**config.mk**
```make
export PLATFORM = sky130hd
export DESIGN_NAME = fu_arbiter
export DESIGN_NICKNAME = d
export VERILOG_FILES = /design/src/rtl/fu_arbiter.sv
export SDC_FILE = /design/constraint.sdc
export NUM_CORES = 1
export LEC_CHECK = 0
export BUFFER_PORTS_ARGS = -buffer_cell sky130_fd_sc_hd__buf_2
export CAP_MARGIN = 20
export CORE_MARGIN = 5
export CORE_UTILIZATION = 40
export CTS_BUF_LIST = sky130_fd_sc_hd__clkbuf_8 sky130_fd_sc_hd__clkbuf_16
export DETAILED_ROUTE_END_ITERATION = 10
export GPL_TIMING_DRIVEN = 0
export PLACE_DENSITY = 0.79
export SLEW_MARGIN = 20
export SYNTH_ARGS = -nofsm -noshare
export SYNTH_HDL_FRONTEND = slang
export SYNTH_SLANG_ARGS = --single-unit
```
**constraint.sdc**
```tcl
create_clock -name clk -period 3.72 [get_ports clk]
set_clock_uncertainty 0.1 [all_clocks]
set_input_delay 0.558 -clock clk [delete_from_list [all_inputs] [get_ports clk]]
set_output_delay 0.558 -clock clk [all_outputs]
set_load 0.03 [all_outputs]
```
**src/rtl/fu_arbiter.sv**
```systemverilog
// Round-robin arbiter that lends one combinational function unit to NREQ requesters.
// Only one transaction is in flight at a time. Operands are registered toward the fu, and the result is registered on the way back.
module fu_arbiter #(
    parameter  int NREQ = 2,
    localparam int IDW  = $clog2(NREQ)
) (
    input  logic                 clk,
    input  logic                 rst,
    input  logic [NREQ-1:0]      req_valid,
    output logic [NREQ-1:0]      req_ready,
    input  logic [NREQ*4-1:0]    req_fs,
    input  logic [NREQ*16-1:0]   req_a,
    input  logic [NREQ*16-1:0]   req_b,
    output logic [3:0]           fu_fs,
    output logic [15:0]          fu_a,
    output logic [15:0]          fu_b,
    input  logic [15:0]          fu_f,
    input  logic                 fu_z,
    input  logic                 fu_n,
    output logic                 rsp_valid,
    input  logic                 rsp_ready,
    output logic [IDW-1:0]       rsp_id,
    output logic [15:0]          rsp_f,
    output logic                 rsp_z,
    output logic                 rsp_n,
    output logic                 busy
);

    typedef enum logic [1:0] {S_IDLE, S_EXEC, S_RESP} state_t;

    localparam logic [IDW-1:0] LAST_ID = IDW'(NREQ - 1);

    state_t           state_q, state_d;
    logic [IDW-1:0]   rr_ptr_q, rr_ptr_d;
    logic [3:0]       fu_fs_q, fu_fs_d;
    logic [15:0]      fu_a_q, fu_a_d;
    logic [15:0]      fu_b_q, fu_b_d;
    logic [IDW-1:0]   rsp_id_q, rsp_id_d;
    logic [15:0]      rsp_f_q, rsp_f_d;
    logic             rsp_z_q, rsp_z_d;
    logic             rsp_n_q, rsp_n_d;

    logic [3:0]       fs_arr [NREQ];
    logic [15:0]      a_arr  [NREQ];
    logic [15:0]      b_arr  [NREQ];

    logic             gnt_found;
    logic [IDW-1:0]   gnt_idx;
    logic             accept_window;
    logic             accept;

    genvar gi;
    generate
        for (gi = 0; gi < NREQ; gi++) begin : g_unpack
            assign fs_arr[gi] = req_fs[4*gi +: 4];
            assign a_arr[gi]  = req_a[16*gi +: 16];
            assign b_arr[gi]  = req_b[16*gi +: 16];
        end
    endgenerate

    // Search starts at rr_ptr and wraps, so the requester granted last time gets the lowest priority.
    always_comb begin
        int             cand;
        logic [IDW-1:0] cand_idx;
        gnt_found = 1'b0;
        gnt_idx   = '0;
        cand      = 0;
        cand_idx  = '0;
        for (int k = 0; k < NREQ; k++) begin
            cand = int'(rr_ptr_q) + k;
            if (cand >= NREQ) begin
                cand = cand - NREQ;
            end
            cand_idx = IDW'(cand);
            if (!gnt_found && req_valid[cand_idx]) begin
                gnt_found = 1'b1;
                gnt_idx   = cand_idx;
            end
        end
    end

    // Consuming a response in RESP frees the unit in the same cycle, so a new grant can be issued immediately.
    assign accept_window = (state_q == S_IDLE) || ((state_q == S_RESP) && rsp_ready);
    assign accept        = accept_window && gnt_found;

    generate
        for (gi = 0; gi < NREQ; gi++) begin : g_ready
            assign req_ready[gi] = accept && (gnt_idx == IDW'(gi));
        end
    endgenerate

    always_comb begin
        state_d  = state_q;
        rr_ptr_d = rr_ptr_q;
        fu_fs_d  = fu_fs_q;
        fu_a_d   = fu_a_q;
        fu_b_d   = fu_b_q;
        rsp_id_d = rsp_id_q;
        rsp_f_d  = rsp_f_q;
        rsp_z_d  = rsp_z_q;
        rsp_n_d  = rsp_n_q;

        case (state_q)
            S_IDLE: begin
                if (accept) begin
                    state_d = S_EXEC;
                end
            end
            S_EXEC: begin
                state_d = S_RESP;
                rsp_f_d = fu_f;
                rsp_z_d = fu_z;
                rsp_n_d = fu_n;
            end
            S_RESP: begin
                if (rsp_ready) begin
                    state_d = accept ? S_EXEC : S_IDLE;
                end
            end
            default: state_d = S_IDLE;
        endcase

        if (accept) begin
            fu_fs_d  = fs_arr[gnt_idx];
            fu_a_d   = a_arr[gnt_idx];
            fu_b_d   = b_arr[gnt_idx];
            rsp_id_d = gnt_idx;
            rr_ptr_d = (gnt_idx == LAST_ID) ? '0 : gnt_idx + IDW'(1);
        end
    end

    always_ff @(posedge clk) begin
        if (rst) begin
            state_q  <= S_IDLE;
            rr_ptr_q <= '0;
            fu_fs_q  <= 4'b0000;
            fu_a_q   <= '0;
            fu_b_q   <= '0;
            rsp_id_q <= '0;
            rsp_f_q  <= '0;
            rsp_z_q  <= 1'b0;
            rsp_n_q  <= 1'b0;
        end else begin
            state_q  <= state_d;
            rr_ptr_q <= rr_ptr_d;
            fu_fs_q  <= fu_fs_d;
            fu_a_q   <= fu_a_d;
            fu_b_q   <= fu_b_d;
            rsp_id_q <= rsp_id_d;
            rsp_f_q  <= rsp_f_d;
            rsp_z_q  <= rsp_z_d;
            rsp_n_q  <= rsp_n_d;
        end
    end

    assign fu_fs     = fu_fs_q;
    assign fu_a      = fu_a_q;
    assign fu_b      = fu_b_q;
    assign rsp_id    = rsp_id_q;
    assign rsp_f     = rsp_f_q;
    assign rsp_z     = rsp_z_q;
    assign rsp_n     = rsp_n_q;
    assign rsp_valid = (state_q == S_RESP);
    assign busy      = (state_q != S_IDLE);

endmodule
```
Word-level counts from Yosys, hierarchy flattened
Index checks and enable logic that the tools add are counted.
W data, S select, Z words.
Storage, ports and cells
  bits in registers: 58
  output and inout port bits: 59
Cells by class
  add/subtract/negate cells: 4
  $lt $le $gt $ge: 5
  eq/ne operators: 4
  muxes and demuxes: 24
  bitwise gates (word level): 2
  reductions and logical operators: 10
Operators by type and width (number)
  $mux W16: 6
  $mux W1: 12
  $mux W4: 3
  $pmux W2 S3: 1
  $logic_and A1 B1 Y1: 5
  $ge A2 B2 Y1 const B: 2
  $lt A1 B2 Y1 const B: 2
  $mux W2: 2
  $add A1 B1 Y2 const B: 1
  $eq A2 B1 Y1 const B: 1
  $eq A2 B2 Y1 const B: 1
  $ge A1 B2 Y1 const B: 1
  $logic_not A2 Y1: 1
  $ne A2 B1 Y1 const B: 1
  $ne A2 B2 Y1 const B: 1
  $not A1 Y2: 1
  $reduce_and A2 Y1: 1
  $reduce_bool A2 Y1: 1
  $sub A1 B1 Y1 const B: 2
  $add A1 B1 Y1 const B: 1
  $logic_not A1 Y1: 1
  $logic_or A1 B1 Y1: 1
  $not A1 Y1: 1

Logic depth before layout (Yosys ltp)
  word-level depth: 12
  depth in mapped cells: 7
  mapped depth without buffers: 3

Worst setup path after synthesis
Ideal clock, no wire load.
  path kind: input to output
  start point: input req_valid[1]
  end point: output req_ready[0]
  data arrival time: 2100 ps
  required time: 3062 ps
  path slack: 962 ps
  cell stages on the path: 4
  path through: and2_1 -> buf_4 -> clkbuf_1 -> nor4b_1
On the way
  longest elaborated chain between the ends: 8
  elaborated cells between the ends (all ways): 13
  those cells by class: 8 x mux; 1 x bitwise; 4 x reduce/logical
RTL lines
  start, declared: line 9  | input logic [NREQ-1:0] req_valid,
  $mux W1 (implied by the code) (2 in a row): line 75  | if (!gnt_found && req_valid[cand_idx]) begin
  $mux W1: line 75
  $logic_not A1 Y1: line 75
  $logic_and A1 B1 Y1: line 75
  $mux W1: line 75
  $logic_and A1 B1 Y1 / $not A1 Y1 (equally long branches): line 84, 88
  $logic_and A1 B1 Y1 *: line 88  | assign req_ready[gi] = accept && (gnt_idx == IDW'(gi));
  end, declared: line 10  | output logic [NREQ-1:0] req_ready,
Mark *: on every way between the ends. The rest lies on a longest branch, timed or not. The select of a mux whose other input is x is not followed.

Worst setup path in the final report
  start point: register state_q[1]
  end point: output req_ready[1]
On the way
  longest elaborated chain between the ends: 5
  elaborated cells between the ends (all ways): 6
  those cells by class: 1 x eq/ne; 5 x reduce/logical
RTL lines
  start, declared: line 33  | state_t state_q, state_d;
  start signal, assigned: line 144  | state_q <= state_d;
  $eq A2 B2 Y1: line 83  | assign accept_window = (state_q == S_IDLE) || ((state_q == S_RESP) && rsp_ready);
  $logic_and A1 B1 Y1: line 83
  $logic_or A1 B1 Y1 *: line 83
  $logic_and A1 B1 Y1 *: line 84  | assign accept = accept_window && gnt_found;
  $logic_and A1 B1 Y1 *: line 88
Mark *: on every way between the ends. The rest lies on a longest branch, timed or not.

==> impl_metrics.csv <==
group,metric,value,unit
outcome,status,"finished, final reports clean",
timing,rsz0062_at_grt,"false",
global_routing,grt_max_degree,11,
clock_tree,clk_pin_slew,0.07,ns
floorplanning,fp.dieH,92.4,um
routing,first_iter_violations,79,
timing,slew_viol_final,0,
min_path,hp-class,"in -> reg",
final_layout,final_common_cell,"buf_2",
timing,hold_viol_final,0,
global_routing,antenna_found_initial,0,
final_layout,syn_to_final_growth,38.2,%
global_routing,grt_pass1_wl,13000,um
routing,routed_wl,8390,um
timing,period_minus_slack,2.50,ns
floorplanning,dieArea,8530,um^2
worst_setup_path,startpoint,"state_q[1]$_SDFFE_PP0P_",
pwr,worst_ir_drop_vdd,0.265,mV
global_routing,grt_overflow,0,
timing,finalSetupTns,0,ns
synthesis,ys_types,27,
global_routing,track_usage,19.1,%
clock_tree,clock_sinks,58,
routing,vias_per_cell,5.29,
synthesis,syn_area,2720,um^2
clock_tree,holdBufCountCts,0,
clock_tree,ctsLongestPathBuffers,2,
floorplanning,io_pins,154,
place,gp_congestion,0.809,
synthesis,yosysSeqAreaShare,42.8,%
final_layout,fin_util,56.2,%
timing,fin_crit_sh,67.2,%
routing,route.antenna.remaining_nets,0,
synthesis,synthCells,279,
worst_setup_path,crit_arrival,1.84,ns
pwr,power_density,433,nW/um^2
worst_setup_path,worst_setup_path_end_kind,"output port",
synthesis,synth_seq_cells,58,
worst_setup_path,cp.required,3.06,ns
final_layout,antenna_cells,0,
timing,fmax,0.400,GHz
pwr,design_power_total,0.00162,W
place,hpwl,6390,um
clock_tree,h-tree-depth,3,
final_layout,nNetsFinal,538,
worst_setup_path,reg2reg_from,"state_q[1]$_SDFFE_PP0P_",
clock_tree,postCtsSetupRepairBufs,0,
place,io_buffers,153,
routing,firstDrtPassIters,4,
worst_setup_path,critPathMaxFanout,10,
clock_tree,cts-root-buf,"clkbuf_8",
worst_setup_path,startpoint_type,"flop",
floorplanning,rows,30,
worst_setup_path,reg2regPathDepth,5,
floorplanning,fp.coreArea,6680,um^2
timing,relSlewSlack,67.9,%
final_layout,nFillCells,635,
global_routing,grt_pass1_vias,2769,
final_layout,final_cells,528,
synthesis,synth_area_per_cell,9.73,um^2
worst_setup_path,crit_type,"reg -> out",
clock_tree,ctsResizeCount,0,
clock_tree,cts_tree,"done",
clock_tree,clk_latency,0.32,ns
routing,wl_per_cell,15.9,um
final_layout,final_cell_mix,"buf_2 (164), dfxtp_1 (58), nand2_1 (37)",
clock_tree,cts_buffers,9,
synthesis,ys_warn_count,0,
routing,drc,0,
place,placedCellCount,512,
routing,vias,2794,
flow_run,maxCapViolCount,0,
timing,worst_pin_slew,0.481,ns
floorplanning,fp.dieW,92.4,um
pwr,power_leakage,1.77,nW
min_path,holdPathStages,2,
min_path,hp-start,"req_fs[7]",
floorplanning,start_util,40.6,%
final_layout,layout-drive-gt1-share,43.1,%
synthesis,syn_nets,374,
timing,finalSetupViolCount,0,
[flip-flops by register name, summed over array words and instances (netlist names)]
| signal | cells |
|---|---|
| fu_fs | 4 |
| fu_a | 16 |
| rsp_z | 1 |
| rsp_id | 1 |
| rsp_f | 16 |
| rr_ptr_q | 1 |
| rsp_n | 1 |
| fu_b | 16 |
| state_q | 2 |
[synth_stat cells]
master | count | share of area [%]
nor2_1 | 3 | 0.41
buf_6 | 5 | 2.1
and2_1 | 1 | 0.23
or2_2 | 1 | 0.23
nand2_1 | 37 | 5.1
nand4bb_1 | 36 | 15
nor4_1 | 1 | 0.23
and4_1 | 1 | 0.32
nor4b_1 | 1 | 0.32
and2b_1 | 1 | 0.28
a31o_1 | 1 | 0.32
a21oi_1 | 20 | 3.7
buf_8 | 3 | 1.7
inv_2 | 1 | 0.14
nor3_1 | 36 | 6.6
a211oi_1 | 1 | 0.28
and3_1 | 1 | 0.23
clkbuf_1 | 12 | 1.7
o31a_1 | 1 | 0.32
buf_4 | 3 | 0.83
buf_1 | 1 | 0.14
a221o_1 | 36 | 13
buf_2 | 11 | 2.0
dfxtp_1 | 58 | 43
nand2b_1 | 4 | 0.92
nor2b_4 | 1 | 0.51
nor2b_1 | 2 | 0.46
[cell families after synthesis]
family | share of synthesized area [%]
buf+inv | 8.52
compound gates | 17.9
flops | 42.8
simple gates | 30.8
[power breakdown]
part / internal [W] / switching, W / total, W
clock network: 0.000253 / 0.000242 / 0.000495
registers: 0.000677 / 0.0000286 / 0.000706
logic: 0.000169 / 0.000254 / 0.000423
total: 0.00110 / 0.000525 / 0.00162
[metal layers]
metal	wire (um)	global-route usage, %	vias up
li1	-	-	1394
met1	3540	22.9	1279
met2	4020	30.9	115
met3	765	7.15	6
met4	70	7.05	0
met5	0	0	-
[area by class of cell]
type / instances / area, um^2 / area share [%]
Tap cell: 80 / 100 / 2.67
Multi-Input combinational cell: 185 / 1320 / 35.2
Clock inverter: 6 / 33.8 / 0.900
Buffer: 35 / 228 / 6.07
Timing Repair Buffer: 153 / 766 / 20.4
Inverter: 1 / 3.75 / 0.100
Sequential cell: 58 / 1160 / 30.9
Clock buffer: 10 / 138 / 3.67
[final timing paths]
check,endpoint,slack [ns]
max reg2reg,fu_fs[2]$_SDFFE_PP0N_,2.03
max,req_ready[1],1.22
min,fu_fs[3]$_SDFFE_PP0N_,0.35
min reg2reg,rsp_f[7]$_SDFFE_PP0N_,0.35
[through the flow]
stage	cell area (um^2)	hold WS (ns)	setup WS, ns
after floorplan	2720	0.397	0.962
after global routing	3750	0.333	1.09
after CTS	3750	0.328	1.18
after detailed placement	3580	0.345	1.27
final	3750	0.351	1.22
after global placement	3580	0.339	1.29
[critical path, cell delays in order (launching register included)]
cell     delay [ns]
dfxtp_1        0.39
nor2b_4        0.21
buf_2          0.25
buf_2          0.26
nor2_1         0.07
and3_1         0.16
buf_2          0.18
Note: power is estimated with default switching activity, not from simulation.
